## src/rtl/adc_stream_pkg.sv

```systemverilog
// -----------------------------------------------------------------------------
// adc_stream_pkg
// Definitions shared by the ADC sample stream source:
//   - default widths for the raw sample, the stream word and the counters
//   - default elastic buffer depth
//   - the scan controller state type
// -----------------------------------------------------------------------------
package adc_stream_pkg;

    localparam int DEF_ADC_W      = 14;
    localparam int DEF_OUT_W      = 16;
    localparam int DEF_CNT_W      = 32;
    localparam int DEF_FIFO_DEPTH = 4;

    typedef enum logic [1:0] {
        ST_IDLE    = 2'd0,
        ST_ARMED   = 2'd1,
        ST_CAPTURE = 2'd2,
        ST_DRAIN   = 2'd3
    } state_e;

endpackage

```

## src/rtl/adc_stream_tx_if.sv

```systemverilog
// -----------------------------------------------------------------------------
// adc_stream_tx_if
// Avalon-ST data/valid/ready bundle (ready latency 0) between the ADC stream
// source and the adc_fifo_in sink.
//   data  : stream word, W bits
//   valid : source has a word on data
//   ready : sink accepts the word this cycle
// Modports: master (source side), slave (sink side).
// -----------------------------------------------------------------------------
interface adc_stream_tx_if
    import adc_stream_pkg::*;
#(
    parameter int W = DEF_OUT_W
);

    logic [W-1:0] data;
    logic         valid;
    logic         ready;

    modport master (output data, output valid, input ready);
    modport slave  (input data, input valid, output ready);

endinterface

```

## src/rtl/adc_stream_fifo.sv

```systemverilog
// -----------------------------------------------------------------------------
// adc_stream_fifo
// Synchronous FIFO with zero-latency head read (dout shows the oldest entry).
// Ports:
//   clk, reset : clock, synchronous active-high reset (also used as flush)
//   push, din  : write request and data; ignored when full unless popping
//   pop        : read request; ignored when empty
//   dout       : head entry (undefined while empty)
//   full/empty : occupancy flags
// Pointers carry one extra wrap bit so full and empty are distinguishable
// when the index bits match.
// -----------------------------------------------------------------------------
module adc_stream_fifo #(
    parameter int WIDTH = 16,
    parameter int DEPTH = 4
) (
    input  logic             clk,
    input  logic             reset,
    input  logic             push,
    input  logic             pop,
    input  logic [WIDTH-1:0] din,
    output logic [WIDTH-1:0] dout,
    output logic             full,
    output logic             empty
);

    localparam int AW = $clog2(DEPTH);

    logic [WIDTH-1:0] mem_q [DEPTH];
    logic [AW:0]      wr_ptr_q;
    logic [AW:0]      rd_ptr_q;
    logic             do_push;
    logic             do_pop;

    assign empty = (wr_ptr_q == rd_ptr_q);
    assign full  = (wr_ptr_q[AW] != rd_ptr_q[AW]) &&
                   (wr_ptr_q[AW-1:0] == rd_ptr_q[AW-1:0]);

    // A push into a full FIFO succeeds when the head leaves in the same cycle:
    // the freed slot is the one being written.
    assign do_pop  = pop && !empty;
    assign do_push = push && (!full || do_pop);

    assign dout = mem_q[rd_ptr_q[AW-1:0]];

    // NOTE: state is updated with non-blocking assignments so every register
    // samples pre-edge values regardless of block evaluation order.
    always_ff @(posedge clk) begin
        if (reset) begin
            wr_ptr_q <= '0;
            rd_ptr_q <= '0;
        end else begin
            if (do_push) wr_ptr_q <= wr_ptr_q + (AW+1)'(1);
            if (do_pop)  rd_ptr_q <= rd_ptr_q + (AW+1)'(1);
        end
    end

    // NOTE: the storage array is deliberately not reset; the pointers alone
    // define which entries are meaningful, and an unreset array maps to RAM.
    always_ff @(posedge clk) begin
        if (do_push) mem_q[wr_ptr_q[AW-1:0]] <= din;
    end

endmodule

```

## src/rtl/adc_stream_tx.sv

```systemverilog
// -----------------------------------------------------------------------------
// adc_stream_tx
// Producer end of the ADC sample stream. Gates raw ADC samples into echo
// windows, buffers them in a small elastic FIFO and presents them on an
// Avalon-ST source.
// Ports:
//   clk, reset        : clock, synchronous active-high reset
//   adc_data, adc_dv  : raw offset-binary sample and its one-cycle strobe
//   acq_start         : arms a scan (only honoured in IDLE)
//   acq_abort         : terminates a scan, flushes the buffer, highest priority
//   echo_trig         : opens one echo window (only honoured in ARMED)
//   samples_per_echo  : samples per echo, latched at acq_start
//   echoes_per_scan   : echoes per scan, latched at acq_start
//   src               : stream source (data/valid/ready)
//   busy              : controller not idle
//   done              : one-cycle pulse when a scan finishes draining
//   overflow          : sticky, a sample was dropped on a full buffer
//   echo_cnt          : echoes completed in the current scan
// -----------------------------------------------------------------------------
module adc_stream_tx
    import adc_stream_pkg::*;
#(
    parameter int ADC_W      = DEF_ADC_W,
    parameter int OUT_W      = DEF_OUT_W,
    parameter int FIFO_DEPTH = DEF_FIFO_DEPTH,
    parameter int CNT_W      = DEF_CNT_W
) (
    input  logic             clk,
    input  logic             reset,
    input  logic [ADC_W-1:0] adc_data,
    input  logic             adc_dv,
    input  logic             acq_start,
    input  logic             acq_abort,
    input  logic             echo_trig,
    input  logic [CNT_W-1:0] samples_per_echo,
    input  logic [CNT_W-1:0] echoes_per_scan,
    adc_stream_tx_if.master  src,
    output logic             busy,
    output logic             done,
    output logic             overflow,
    output logic [CNT_W-1:0] echo_cnt
);

    state_e           state_q, state_d;
    logic [CNT_W-1:0] spe_q, spe_d;
    logic [CNT_W-1:0] eps_q, eps_d;
    logic [CNT_W-1:0] sample_cnt_q, sample_cnt_d;
    logic [CNT_W-1:0] echo_cnt_q, echo_cnt_d;
    logic [CNT_W-1:0] echo_inc;
    logic             overflow_q, overflow_d;
    logic             done_q, done_d;

    logic             fifo_push;
    logic             fifo_pop;
    logic             fifo_full;
    logic             fifo_empty;
    logic [OUT_W-1:0] fifo_dout;

    // Abort flushes the buffer on the same edge that returns the FSM to IDLE.
    adc_stream_fifo #(
        .WIDTH (OUT_W),
        .DEPTH (FIFO_DEPTH)
    ) u_fifo (
        .clk   (clk),
        .reset (reset || acq_abort),
        .push  (fifo_push),
        .pop   (fifo_pop),
        .din   (OUT_W'(adc_data)),
        .dout  (fifo_dout),
        .full  (fifo_full),
        .empty (fifo_empty)
    );

    // Data is forced to zero while nothing is buffered so the bus never shows
    // stale or uninitialised storage.
    assign src.valid = !fifo_empty;
    assign src.data  = fifo_empty ? '0 : fifo_dout;
    assign fifo_pop  = src.valid && src.ready;

    assign echo_inc = echo_cnt_q + CNT_W'(1);

    // NOTE: every variable gets a default before the case statement so no
    // path leaves one unassigned, which would infer a latch.
    always_comb begin
        state_d      = state_q;
        spe_d        = spe_q;
        eps_d        = eps_q;
        sample_cnt_d = sample_cnt_q;
        echo_cnt_d   = echo_cnt_q;
        overflow_d   = overflow_q;
        done_d       = 1'b0;
        fifo_push    = 1'b0;

        if (acq_abort) begin
            state_d = ST_IDLE;
        end else begin
            case (state_q)
                ST_IDLE: begin
                    if (acq_start) begin
                        spe_d        = samples_per_echo;
                        eps_d        = echoes_per_scan;
                        sample_cnt_d = '0;
                        echo_cnt_d   = '0;
                        overflow_d   = 1'b0;
                        // An empty configuration finishes immediately.
                        if (samples_per_echo == '0 || echoes_per_scan == '0)
                            state_d = ST_DRAIN;
                        else
                            state_d = ST_ARMED;
                    end
                end

                ST_ARMED: begin
                    if (echo_trig) begin
                        sample_cnt_d = '0;
                        state_d      = ST_CAPTURE;
                    end
                end

                ST_CAPTURE: begin
                    if (adc_dv) begin
                        fifo_push = 1'b1;
                        // Dropped samples still count so the echo boundary
                        // stays aligned with the acquisition timing.
                        if (fifo_full && !fifo_pop) overflow_d = 1'b1;
                        if (sample_cnt_q == spe_q - CNT_W'(1)) begin
                            sample_cnt_d = '0;
                            echo_cnt_d   = echo_inc;
                            state_d      = (echo_inc == eps_q) ? ST_DRAIN : ST_ARMED;
                        end else begin
                            sample_cnt_d = sample_cnt_q + CNT_W'(1);
                        end
                    end
                end

                ST_DRAIN: begin
                    if (fifo_empty) begin
                        state_d = ST_IDLE;
                        done_d  = 1'b1;
                    end
                end

                default: state_d = ST_IDLE;
            endcase
        end
    end

    always_ff @(posedge clk) begin
        if (reset) begin
            state_q      <= ST_IDLE;
            spe_q        <= '0;
            eps_q        <= '0;
            sample_cnt_q <= '0;
            echo_cnt_q   <= '0;
            overflow_q   <= 1'b0;
            done_q       <= 1'b0;
        end else begin
            state_q      <= state_d;
            spe_q        <= spe_d;
            eps_q        <= eps_d;
            sample_cnt_q <= sample_cnt_d;
            echo_cnt_q   <= echo_cnt_d;
            overflow_q   <= overflow_d;
            done_q       <= done_d;
        end
    end

    assign busy     = (state_q != ST_IDLE);
    assign done     = done_q;
    assign overflow = overflow_q;
    assign echo_cnt = echo_cnt_q;

endmodule

```

## src/flat_wrapper.sv

```systemverilog
// flat-port wrapper written by rule: the top's interface ports become plain ports
module adc_stream_tx_flat import adc_stream_pkg::*;
#(
    parameter int ADC_W      = DEF_ADC_W,
    parameter int OUT_W      = DEF_OUT_W,
    parameter int FIFO_DEPTH = DEF_FIFO_DEPTH,
    parameter int CNT_W      = DEF_CNT_W
)
  (clk, reset, adc_data, adc_dv, acq_start, acq_abort, echo_trig, samples_per_echo, echoes_per_scan, busy, done, overflow, echo_cnt, src_data, src_valid, src_ready);
  adc_stream_tx_if src_i ();
  input  logic clk;
  input  logic reset;
  input  logic [ADC_W-1:0] adc_data;
  input  logic adc_dv;
  input  logic acq_start;
  input  logic acq_abort;
  input  logic echo_trig;
  input  logic [CNT_W-1:0] samples_per_echo;
  input  logic [CNT_W-1:0] echoes_per_scan;
  output logic busy;
  output logic done;
  output logic overflow;
  output logic [CNT_W-1:0] echo_cnt;
  output wire logic [$bits(src_i.data)-1:0] src_data;
  output wire logic [$bits(src_i.valid)-1:0] src_valid;
  input wire logic [$bits(src_i.ready)-1:0] src_ready;
  assign src_data = src_i.data;
  assign src_valid = src_i.valid;
  assign src_i.ready = src_ready;
  adc_stream_tx #(.ADC_W(ADC_W), .OUT_W(OUT_W), .FIFO_DEPTH(FIFO_DEPTH), .CNT_W(CNT_W)) u_core (.clk(clk), .reset(reset), .adc_data(adc_data), .adc_dv(adc_dv), .acq_start(acq_start), .acq_abort(acq_abort), .echo_trig(echo_trig), .samples_per_echo(samples_per_echo), .echoes_per_scan(echoes_per_scan), .src(src_i), .busy(busy), .done(done), .overflow(overflow), .echo_cnt(echo_cnt));
endmodule
```

## config.mk

```make
export PLATFORM = sky130hd
export DESIGN_NAME = adc_stream_tx_flat
export DESIGN_NICKNAME = d
export VERILOG_FILES = /design/src/rtl/adc_stream_pkg.sv /design/src/rtl/adc_stream_tx_if.sv /design/src/rtl/adc_stream_fifo.sv /design/src/rtl/adc_stream_tx.sv /design/src/flat_wrapper.sv
export SDC_FILE = /design/constraint.sdc
export NUM_CORES = 1
export LEC_CHECK = 0
export CORE_ASPECT_RATIO = 0.75
export CORE_MARGIN = 1.5
export CORE_UTILIZATION = 58
export DETAILED_ROUTE_END_ITERATION = 10
export GPL_TIMING_DRIVEN = 1
export PLACE_DENSITY = 0.83
export REMOVE_ABC_BUFFERS = 1
export SLEW_MARGIN = 30
export SYNTH_ARGS = -nofsm -noshare
export SYNTH_HDL_FRONTEND = slang
export SYNTH_SLANG_ARGS = --single-unit
```

## constraint.sdc

```tcl
create_clock -name clk -period 9.3 [get_ports clk]
set_clock_uncertainty 0.2 [all_clocks]
set_input_delay 2.325 -clock clk [delete_from_list [all_inputs] [get_ports clk]]
set_output_delay 2.325 -clock clk [all_outputs]
set_load 0.05 [all_outputs]
```

; ---- After elaboration in Yosys (flattened, before gate mapping)
; Memories as Yosys holds them, arrays and structs flattened. A register that Yosys moved wholly into a read port is not among the register bits.
; Cells that the tools add are included.
[totals]
output_inout_bits = 52
regBits = 138
elab_cells = 84
memories = 1
mem_bits_rw = 56
input_bits = 85
[op_classes]
reduce_logical = 24
addsub = 5
muxes = 29
eq_ne = 14
bitwise_logic = 2
[mem_list]
columns = memory, depth, width, rd, rd_ports_with_merged_regs, wr, line
row1 = u_core.u_fifo.mem_q, 4, 14, 1, 1, 1, adc_stream_fifo.sv:29  ; logic [WIDTH-1:0] mem_q [DEPTH];
[op_table]
columns = operator, count
row1 = $mux W32, 6
row2 = $pmux W32 S3, 1
row3 = $add A32 B1 Y32 const B, 2
row4 = $eq A32 B32 Y1, 2
row5 = $logic_not A32 Y1, 2
row6 = $pmux W32 S2, 1
row7 = $sub A32 B1 Y32 const B, 1
row8 = $reduce_and A5 Y1, 4
row9 = $mux W2, 9
row10 = $mux W16, 1
row11 = $mux W1, 9
row12 = $pmux W2 S4, 1
row13 = $add A3 B1 Y3 const B, 2
row14 = $ne A2 B1 Y1 const B, 3
row15 = $ne A2 B2 Y1 const B, 3
row16 = $logic_and A1 B1 Y1, 5
row17 = $eq A2 B2 Y1 const B, 2
row18 = $reduce_bool A2 Y1, 2
row19 = $eq A3 B3 Y1, 1
row20 = $logic_not A1 Y1, 3
row21 = $logic_or A1 B1 Y1, 3
row22 = $reduce_and A3 Y1, 1
row23 = $reduce_bool A3 Y1, 1
row24 = $reduce_or A3 Y1, 1
row25 = other kinds (7), 8

; ---- Logic depth before layout (Yosys ltp)
[logic_depth]
word_depth = 8
depth_mapped = 15
mapped_depth_nobuf = 11

; ---- Modules after synthesis
; Synthesis repeated with hierarchy kept, for this count alone.
[unflattened]
cells_unflattened = 1247
area_unflattened_um2 = 11260.8
[by_module_without_submodules]
columns = mod, cells_per_inst, area_per_inst_um2, instances
row1 = adc_stream_tx, 1108, 8408.1, 1
row2 = adc_stream_fifo, 139, 2852.7, 1

; ---- Worst setup path before layout
; OpenSTA, ideal clock, no wires.
[synth_path]
path_kind = reg-to-output
startpoint = reg (tool-made name)
endpoint = out src_data[0]
path_stages_with_launch = 5
arrival_time_ns = 1.997
n_path_buf = 2
slack_ns = 4.778
cell_sequence = dfxtp_1 -> clkbuf_1 -> buf_1 -> mux4_2 -> and2_1
[synth_lines]
columns = item, line
row1 = to (decl), flat_wrapper.sv:24  ; output wire logic [$bits(src_i.data)-1:0] src_data;

; ---- Final worst setup path
[layout_path]
startpoint = reg u_core.u_fifo.wr_ptr_q[2]
endpoint = out src_data[13]
[layout_between]
elab_chain_cells = 2
[layout_lines]
columns = item, line
row1 = from (decl), adc_stream_fifo.sv:30  ; logic [AW:0] wr_ptr_q;
row2 = from (signal assigned), adc_stream_fifo.sv:53  ; if (do_push) wr_ptr_q <= wr_ptr_q + (AW+1)'(1);
row3 = $eq A3 B3 Y1, adc_stream_fifo.sv:35  ; assign empty = (wr_ptr_q == rd_ptr_q);
row4 = $mux W16, adc_stream_tx.sv:77  ; assign src.data = fifo_empty ? '0 : fifo_dout;
; No other way between the ends.

==> metrics <==
outcome completed; Reg2Reg Launch Point u_core.spe_q[8]$_SDFFE_PP0P_; kind of cell adding the most delay to the critical path simple AND/OR/NAND/NOR gates; via count 9,446; final hold vios 0; Critical path buffers and inverters 1; kind of critical path reg2out; fin crit period 5.188 ns; Pwr Density 154.8 nW/um^2; post-cts resize count 0; Max-slew headroom 0.4069; Detailed Route Iter0 Violations 1,038; hold path startpoint u_core.eps_q[10]$_SDFFE_PP0P_; initial antenna violation count 0; Rows 42; internal reg-to-reg setup slack 4.17 ns; Final ANT Viol Nets 0; filler instances 1,340; CTS max path bufs 2; LEAKAGE 4.276 nW; Worst Path Arrival 2.66 ns; synth unique cells 69; Startpoint Class flip-flop; H-tree depth 4; crit path launch u_core.u_fifo.wr_ptr_q[2]$_SDFFE_PP0P_; Synth Warn # 0; register area share after synthesis 0.4310; Setup Fix Bufs, Post-CTS 0; Finished Cell Area 12,510 sq um; ys async rst share 0; Final nets 1,379; nature of the critical path endpoint output pin; number of synthesized flops with an enable pin 56; CTS tree done; die area 18,760 sq um; RSZ-0062 raised after global routing no; vias in the first global route 8,858; setup slack at placement 3.855 ns; DRT Wirelength 28,320 um; top cell type's share of synthesized area 0.2694; routability cong. 0.8934; Max Slew Vio Count 0; Post-synth top flop dfxtp_1; MaxCap Viol Count 0; largest net degree at the start of global routing 79; min-delay worst type reg2reg; setup TNS 0 ns; total CTS buffers 17; port bufs 134; Ports 137; area of the multi-input gates 5514 sq um; Synth area leaders dfxtp_1 27%, edfxtp_1 16%, nand2_1 7.3%; Placed Area 11,840 sq um; clk sinks 196; hold depth 2; CP max-delay cell clkdlybuf4s50_1; GRT Util Overall 0.3059; CP cell instances xnor2_1 > nand3_1 > and2_1 > clkdlybuf4s50_1; Yosys reg bits 196; grt ovf 0; top-count cell post-synth nand2_1; register area 4486 sq um; chip height 119.0 um; layout cells sized above 1 0.06313; CORE AREA 17,600 sq um; Least-Margin Pin Slew 0.8815 ns; Yosys top cell by area dfxtp_1; dpl hpwl 19,430 um; cts hold-fix bufs 0; Worst IR Drop VDD 124.7 uV; first-pass GRT wire length 44,970 um; Wirelength per Cell 18.38 um; Worst-path clk slew 0.07 ns; DR pass1 iterations 5; Starting Density 0.5910; DRC viols 0; final setup margin 4.112 ns; Die X 157.7 um; R2R cell count 9; Syn Inst Count 1,190; n_diodes 0; Netlist Area Pre-Place 10,400 sq um; Mapped Avg Cell Area 8.743 sq um; worst reg2reg path endpoint u_core.echo_cnt[27]$_SDFFE_PP0P_; Largest stage delay, worst path 0.72 ns; hold endpoint u_core.eps_q[10]$_SDFFE_PP0P_; root buf cell clkbuf_16; fin crit share 0.5579; Power, Total 1.936 mW; CP required 6.78 ns; Avg Vias per Cell 6.130; area growth from synthesis to layout 20.20%; Crit Path Max Fanout 18; Post-synth top cells 202 x nand2_1, 140 x dfxtp_1, 98 x a21oi_1; f_max 0.1928 GHz; Skew-Pair Late Insertion Delay 0.45 ns; final setup vio count 0
-- cells in the final DEF (no fill, tap or decap), types with 22 or more instances in the layout --
master and n:
clkdlybuf4s50_1 133, xnor2_1 75, edfxtp_1 56, o21ai_0 22
nor4_1 32, a21oi_1 98, and2_1 23, nand3_1 34
nand2_1 202, xor2_1 51, inv_1 35, nor2_1 81
dfxtp_1 139, nand4_1 57
-- how the worst max path moves through the flow --
stage,endpoint,slack (ns),cells past startpoint
final,src_data[13],4.11,4
after global routing,src_data[13],3.95,4
after CTS,src_data[9],3.78,3
after detailed placement,u_core.sample_cnt_q[27]$_SDFFE_PP0P_,3.86,10
after global placement,u_core.sample_cnt_q[31]$_SDFFE_PP0P_,3.97,10
after floorplan,u_core.echo_cnt[27]$_SDFFE_PP0P_,2.59,5
-- stage by stage --
stage,hold WS [ns],utilization,std cells
2_1_floorplan,0.2401,-,1121
3_3_place_gp,0.2564,0.6728,1509
3_5_place_dp,0.2617,0.6728,1509
4_1_cts,0.2726,0.7092,1541
5_1_grt,0.2881,0.7104,1541
6_report,0.2735,0.7104,1541
-- per-layer routing --
layer | vias to the layer above | global-route usage | share of wire
met5 | - | 0 | 0
met4 | 0 | 0.09906 | 0.022
met3 | 57 | 0.05277 | 0.083
met2 | 461 | 0.4696 | 0.45
met1 | 4498 | 0.4388 | 0.45
li1 | 4430 | - | -
-- power breakdown --
group / leakage, nW / total (mW) / switching, mW / internal [mW]
Clock: 0.307 / 0.778 / 0.401 / 0.377
Sequential: 1.64 / 0.908 / 0.0179 / 0.890
Combinational: 2.33 / 0.250 / 0.150 / 0.0999
-- layout make-up --
class / instances / area share
multi-input cells: 889 / 0.4409
flip-flops and latches: 196 / 0.3587
repair buffers: 146 / 0.1141
clock buffers: 17 / 0.03402
well taps: 242 / 0.02421
clock inverters: 15 / 0.01731
inverters: 36 / 0.01081
-- flip-flops by register name (all words and copies together), names as in the netlist, named ones only --
| signal | flops |
|---|---|
| u_core.done | 1 |
| u_core.eps_q | 32 |
| u_core.u_fifo.mem_q | 56 |
| u_core.u_fifo.rd_ptr_q | 3 |
| u_core.u_fifo.wr_ptr_q | 3 |
| u_core.spe_q | 32 |
| u_core.echo_cnt | 32 |
| u_core.overflow | 1 |
| u_core.sample_cnt_q | 32 |
| u_core.state_q | 2 |
-- worst reg2reg max path, stage by stage (launching register included) --
cell and delay, ns:
dfxtp_1 0.37, or4_1 0.64, or4_1 0.70, nor4_2 0.37
xnor2_1 0.13, or4b_1 0.51, and4bb_2 0.74, and3_1 0.72
nand2_4 0.31, o41ai_2 0.36
-- kinds of logic (layout without fill, tap and decap cells) --
group | count (synthesis) | in the layout | synth area share
AND/OR/NAND/NOR | 527 | 527 | 0.2506
AO/OA/AOI/OAI | 197 | 197 | 0.1146
flip-flops | 196 | 196 | 0.4310
XOR/XNOR | 126 | 126 | 0.1061
buffers and inverters | 106 | 214 | 0.04269
multiplexers | 29 | 29 | 0.04498
adder cells (fa/ha/maj) | 8 | 8 | 0.009622
other | 1 | 2 | 0.0003604
Note: power is estimated with default switching activity, not from simulation.
==> patch 1, RTL diff (same settings) <==
Register the output `echo_cnt` once more, cleared by the reset; this adds one clock of latency there. The other outputs are not delayed to match.
--- a/src/rtl/adc_stream_tx.sv
+++ b/src/rtl/adc_stream_tx.sv
@@ -170,3 +170,9 @@
     assign overflow = overflow_q;
-    assign echo_cnt = echo_cnt_q;
+    always_ff @(posedge clk) begin
+        if (reset) begin
+            echo_cnt <= '0;
+        end else begin
+            echo_cnt <= echo_cnt_q;
+        end
+    end
 
Function: changed (a bounded check fails within 4 cycles, from zero or initial values and one cycle with reset high).
==> patch 1 against the unedited design <==
  * Die area increased by 6.3%
  * Combinational power decreased by 2%
  * Synthesized area increased by 6.4%
  * Design area increased by 6.1%
  * Critical path depth unchanged
  * Hold slack improved by 0.0037 ns
  * First-iteration DRC count decreased by 10%
  * Setup slack got worse by 0.11 ns
  * Global-route usage decreased by 1.4 points
  * Power increased by 17%
  * Synthesized cell count increased by 1.8%
  * Routed wire length increased by 2.0%
  * Core utilization increased by 0.26 points
  * Sequential cell count increased by 32
  * Critical path type unchanged
  * Critical endpoint is now src_data[3]
  * Largest cell class unchanged
==> patch 1: results (changes against the unedited design) <==
drt:
  first_iter_violations: 932  # was 1038
  via_per_inst: 6.00  # was 6.13
worst_setup_path:
  regToRegSetupSlack_ns: 4.32  # was 4.17 ns
  cp-endpoint: "src_data[3]"  # was src_data[13]
  crit_arrival_ns: 2.77  # was 2.66 ns
final_layout:
  seq_cells: 228  # was 196
  multi_input_area_share_pct: 42.3  # was 44.1%
  final_nets: 1402  # was 1379
  multi_input_gates: 902  # was 889
  seq_area_um2: 5130  # was 4490 um^2
  buffers_excl_clock: 137  # was 146
  buffer_area_share_pct: 10.3  # was 11.4%
  nFillCells: 1449  # was 1340
yosys:
  yosys-top-cells-area: "dfxtp_1 31%, edfxtp_1 15%, nand2_1 6.3%"  # was dfxtp_1 27%, edfxtp_1 16%, nand2_1 7.3%
placed_design:
  post-place-ws_ns: 3.92  # was 3.86 ns
  place_congestion: 0.983  # was 0.893
global_routing:
  grt_max_degree: 81  # was 79
  grt_pass1_wl_mm: 45.9  # was 45.0 mm
  grt_usage_pct: 29.2  # was 30.6%
clock_tree:
  htree_levels: 1  # was 4
  clock_latency_ns: 0.51  # was 0.45 ns
  clk_path_buf_depth: 3  # was 2
power:
  pg_seq_uw: 1050  # was 908 uW
timing:
  min_period_over_period_pct: 56.9  # was 55.8%
min_path:
  holdPathEnd: "u_core.eps_q[6]$_SDFFE_PP0P_"  # was u_core.eps_q[10]$_SDFFE_PP0P_
  worstHoldStart: "u_core.eps_q[6]$_SDFFE_PP0P_"  # was u_core.eps_q[10]$_SDFFE_PP0P_
status:
  status: "complete, no violations"  # unchanged
-- patch 1: cell count changes in the layout (fill, tap and decap cells not counted), moves of 8 or more --
| cell | unedited run | this run |
|---|---|---|
| buf_4 | 12 | 4 |
| o31ai_1 | 7 | 26 |
| dfxtp_1 | 139 | 171 |
| nand2_1 | 202 | 187 |
| o21ai_1 | 0 | 8 |
| inv_1 | 35 | 17 |
| o22ai_1 | 17 | 5 |
| nor2b_1 | 6 | 35 |
| a21oi_1 | 98 | 86 |
| xnor2_1 | 75 | 66 |
| nand4_1 | 57 | 26 |
| o21ai_0 | 22 | 43 |
-- patch 1: through the flow --
step	instances	power, uW	hold slack [ns]	instance area (um^2)
CTS	1573	2270	0.279	13300
finish	1573	2270	0.277	13300
detailed placement	1531	1310	0.271	12500
floorplan	1147	1210	0.239	10800
global placement	1531	1310	0.257	12500
global route	1573	2340	0.300	13300
-- patch 1: metal layers --
| metal | routed length, um | global-route usage (%) | vias to the layer above |
|---|---|---|---|
| met5 | 0 | 0 | - |
| met4 | 400 | 5.10 | 0 |
| met3 | 2630 | 4.80 | 32 |
| met2 | 11900 | 43.0 | 427 |
| met1 | 14000 | 45.4 | 4468 |
| li1 | - | - | 4513 |
-- patch 1: logic make-up (layout without fill, tap and decap cells) --
logic type / count (synthesis) / count (layout) / synth area share [%]
multiplexers: 27 / 27 / 4.08
flip-flops: 228 / 228 / 46.3
adder cells (fa/ha/maj): 8 / 8 / 0.904
AND/OR/NAND/NOR: 536 / 536 / 24.5
other: 1 / 2 / 0.0339
XOR/XNOR: 123 / 123 / 9.73
buffers and inverters: 82 / 196 / 3.22
AO/OA/AOI/OAI: 206 / 206 / 11.2
==> patch 2, RTL diff (same settings) <==
Without the edit above. Change the package constant `DEF_CNT_W` from 32 to 48.
--- a/src/rtl/adc_stream_pkg.sv
+++ b/src/rtl/adc_stream_pkg.sv
@@ -11,3 +11,3 @@
     localparam int DEF_OUT_W      = 16;
-    localparam int DEF_CNT_W      = 32;
+    localparam int DEF_CNT_W      = 48;
     localparam int DEF_FIFO_DEPTH = 4;
Ports: changed (resized echo_cnt, echoes_per_scan and samples_per_echo); port bits go from 137 to 185. No check against the original RTL was run, so the function may have changed too.
==> patch 2 against the unedited design <==
  * Setup slack lost 0.13 ns
  * Sequential cell count rose by 64
  * Synthesized area up 39%
  * Power is 35% higher
  * Routed wire length grew 53%
  * Maximum frequency decreased by 2.4%
  * Largest cell class unchanged
  * Count of clock-buffer cells in the layout rose by 14
  * Design area up 37%
==> patch 2: results (changes against the unedited design) <==
drt:
  routed-wl-met2_mm: 18.4  # was 12.7 mm
  firstDrtPassIters: 6  # was 5
  drt-met1-wl_mm: 19.1  # was 12.7 mm
  first_iter_violations: 1581  # was 1038
  vias: 13754  # was 9446
  avgRoutedWirePerCell_um: 19.8  # was 18.4 um
clock_tree:
  numCtsBuffers: 25  # was 17
  clock_latency_ns: 0.53  # was 0.45 ns
  clk_path_buf_depth: 3  # was 2
global_routing:
  grtUsageMet3_pct: 6.86  # was 5.28%
  grt_max_degree: 71  # was 79
  grt_pass1_vias: 12365  # was 8858
  use_met1_pct: 49.4  # was 43.9%
  grt_use_met2_pct: 49.1  # was 47.0%
worst_setup_path:
  slowest_stage: "or4b_1"  # was clkdlybuf4s50_1
  crit_arrival_ns: 5.49  # was 2.66 ns
power:
  vdd_ir_drop_max_mv: 0.125  # about the same
yosys:
  muxShareOfSynthArea_pct: 3.24  # was 4.50%
  ys_seq_area_share_pct: 39.8  # was 43.1%
  synth_fa_ha_area_share_pct: 0.691  # was 0.962%
  synth-compound-area-share_pct: 13.0  # was 11.5%
  synth_xor_area_share_pct: 11.6  # was 10.6%
  synth_cell_types: 80  # was 69
  yosys-top-cells-area: "dfxtp_1 28%, edfxtp_1 12%, nand2_1 7.9%"  # was dfxtp_1 27%, edfxtp_1 16%, nand2_1 7.3%
  syn_area_per_cell_um2: 8.37  # was 8.74 um^2
placed_design:
  post_dp_cell_area_um2: 16400  # was 11800 um^2
  place_congestion: 1.00  # was 0.893
  post-place-ws_ns: 3.79  # was 3.86 ns
  hpwl_mm: 31.8  # was 19.4 mm
  port_buffers: 182  # was 134
  place_inst: 2148  # was 1509
final_layout:
  final_nets: 1969  # was 1379
  final_cells: 2192  # was 1541
  drive_gt1_share_pct: 6.23  # was 6.31%
status:
  status: "complete, no violations"  # unchanged
[patch 2: worst paths after layout]
path                                     endpoint                          start  slack [ns]  depth (start not counted)
min                 u_core.eps_q[15]$_SDFFE_PP0P_  u_core.eps_q[15]$_SDFFE_PP0P_        0.27                          2
max reg2reg  u_core.sample_cnt_q[12]$_SDFFE_PP0P_   u_core.spe_q[0]$_SDFFE_PP0P_        3.99                         14
min reg2reg         u_core.eps_q[15]$_SDFFE_PP0P_  u_core.eps_q[15]$_SDFFE_PP0P_        0.27                          2
max          u_core.sample_cnt_q[12]$_SDFFE_PP0P_   u_core.spe_q[0]$_SDFFE_PP0P_        3.99                         14
[patch 2: report_power, final]
part           switching [uW]  internal [uW]  leakage (uW)
Clock                     435            591      0.000406
Combinational             231            158       0.00324
Sequential               31.4           1170       0.00216
[patch 2: area by class of cell]
cell class,instances,area (um^2)
clock buffer,31,668
tap,331,414
inverter,17,63.8
sequential,260,5770
multi-input combinational,1344,8200
timing repair buffer,196,1920
clock inverter,13,139
fill,1911,7100
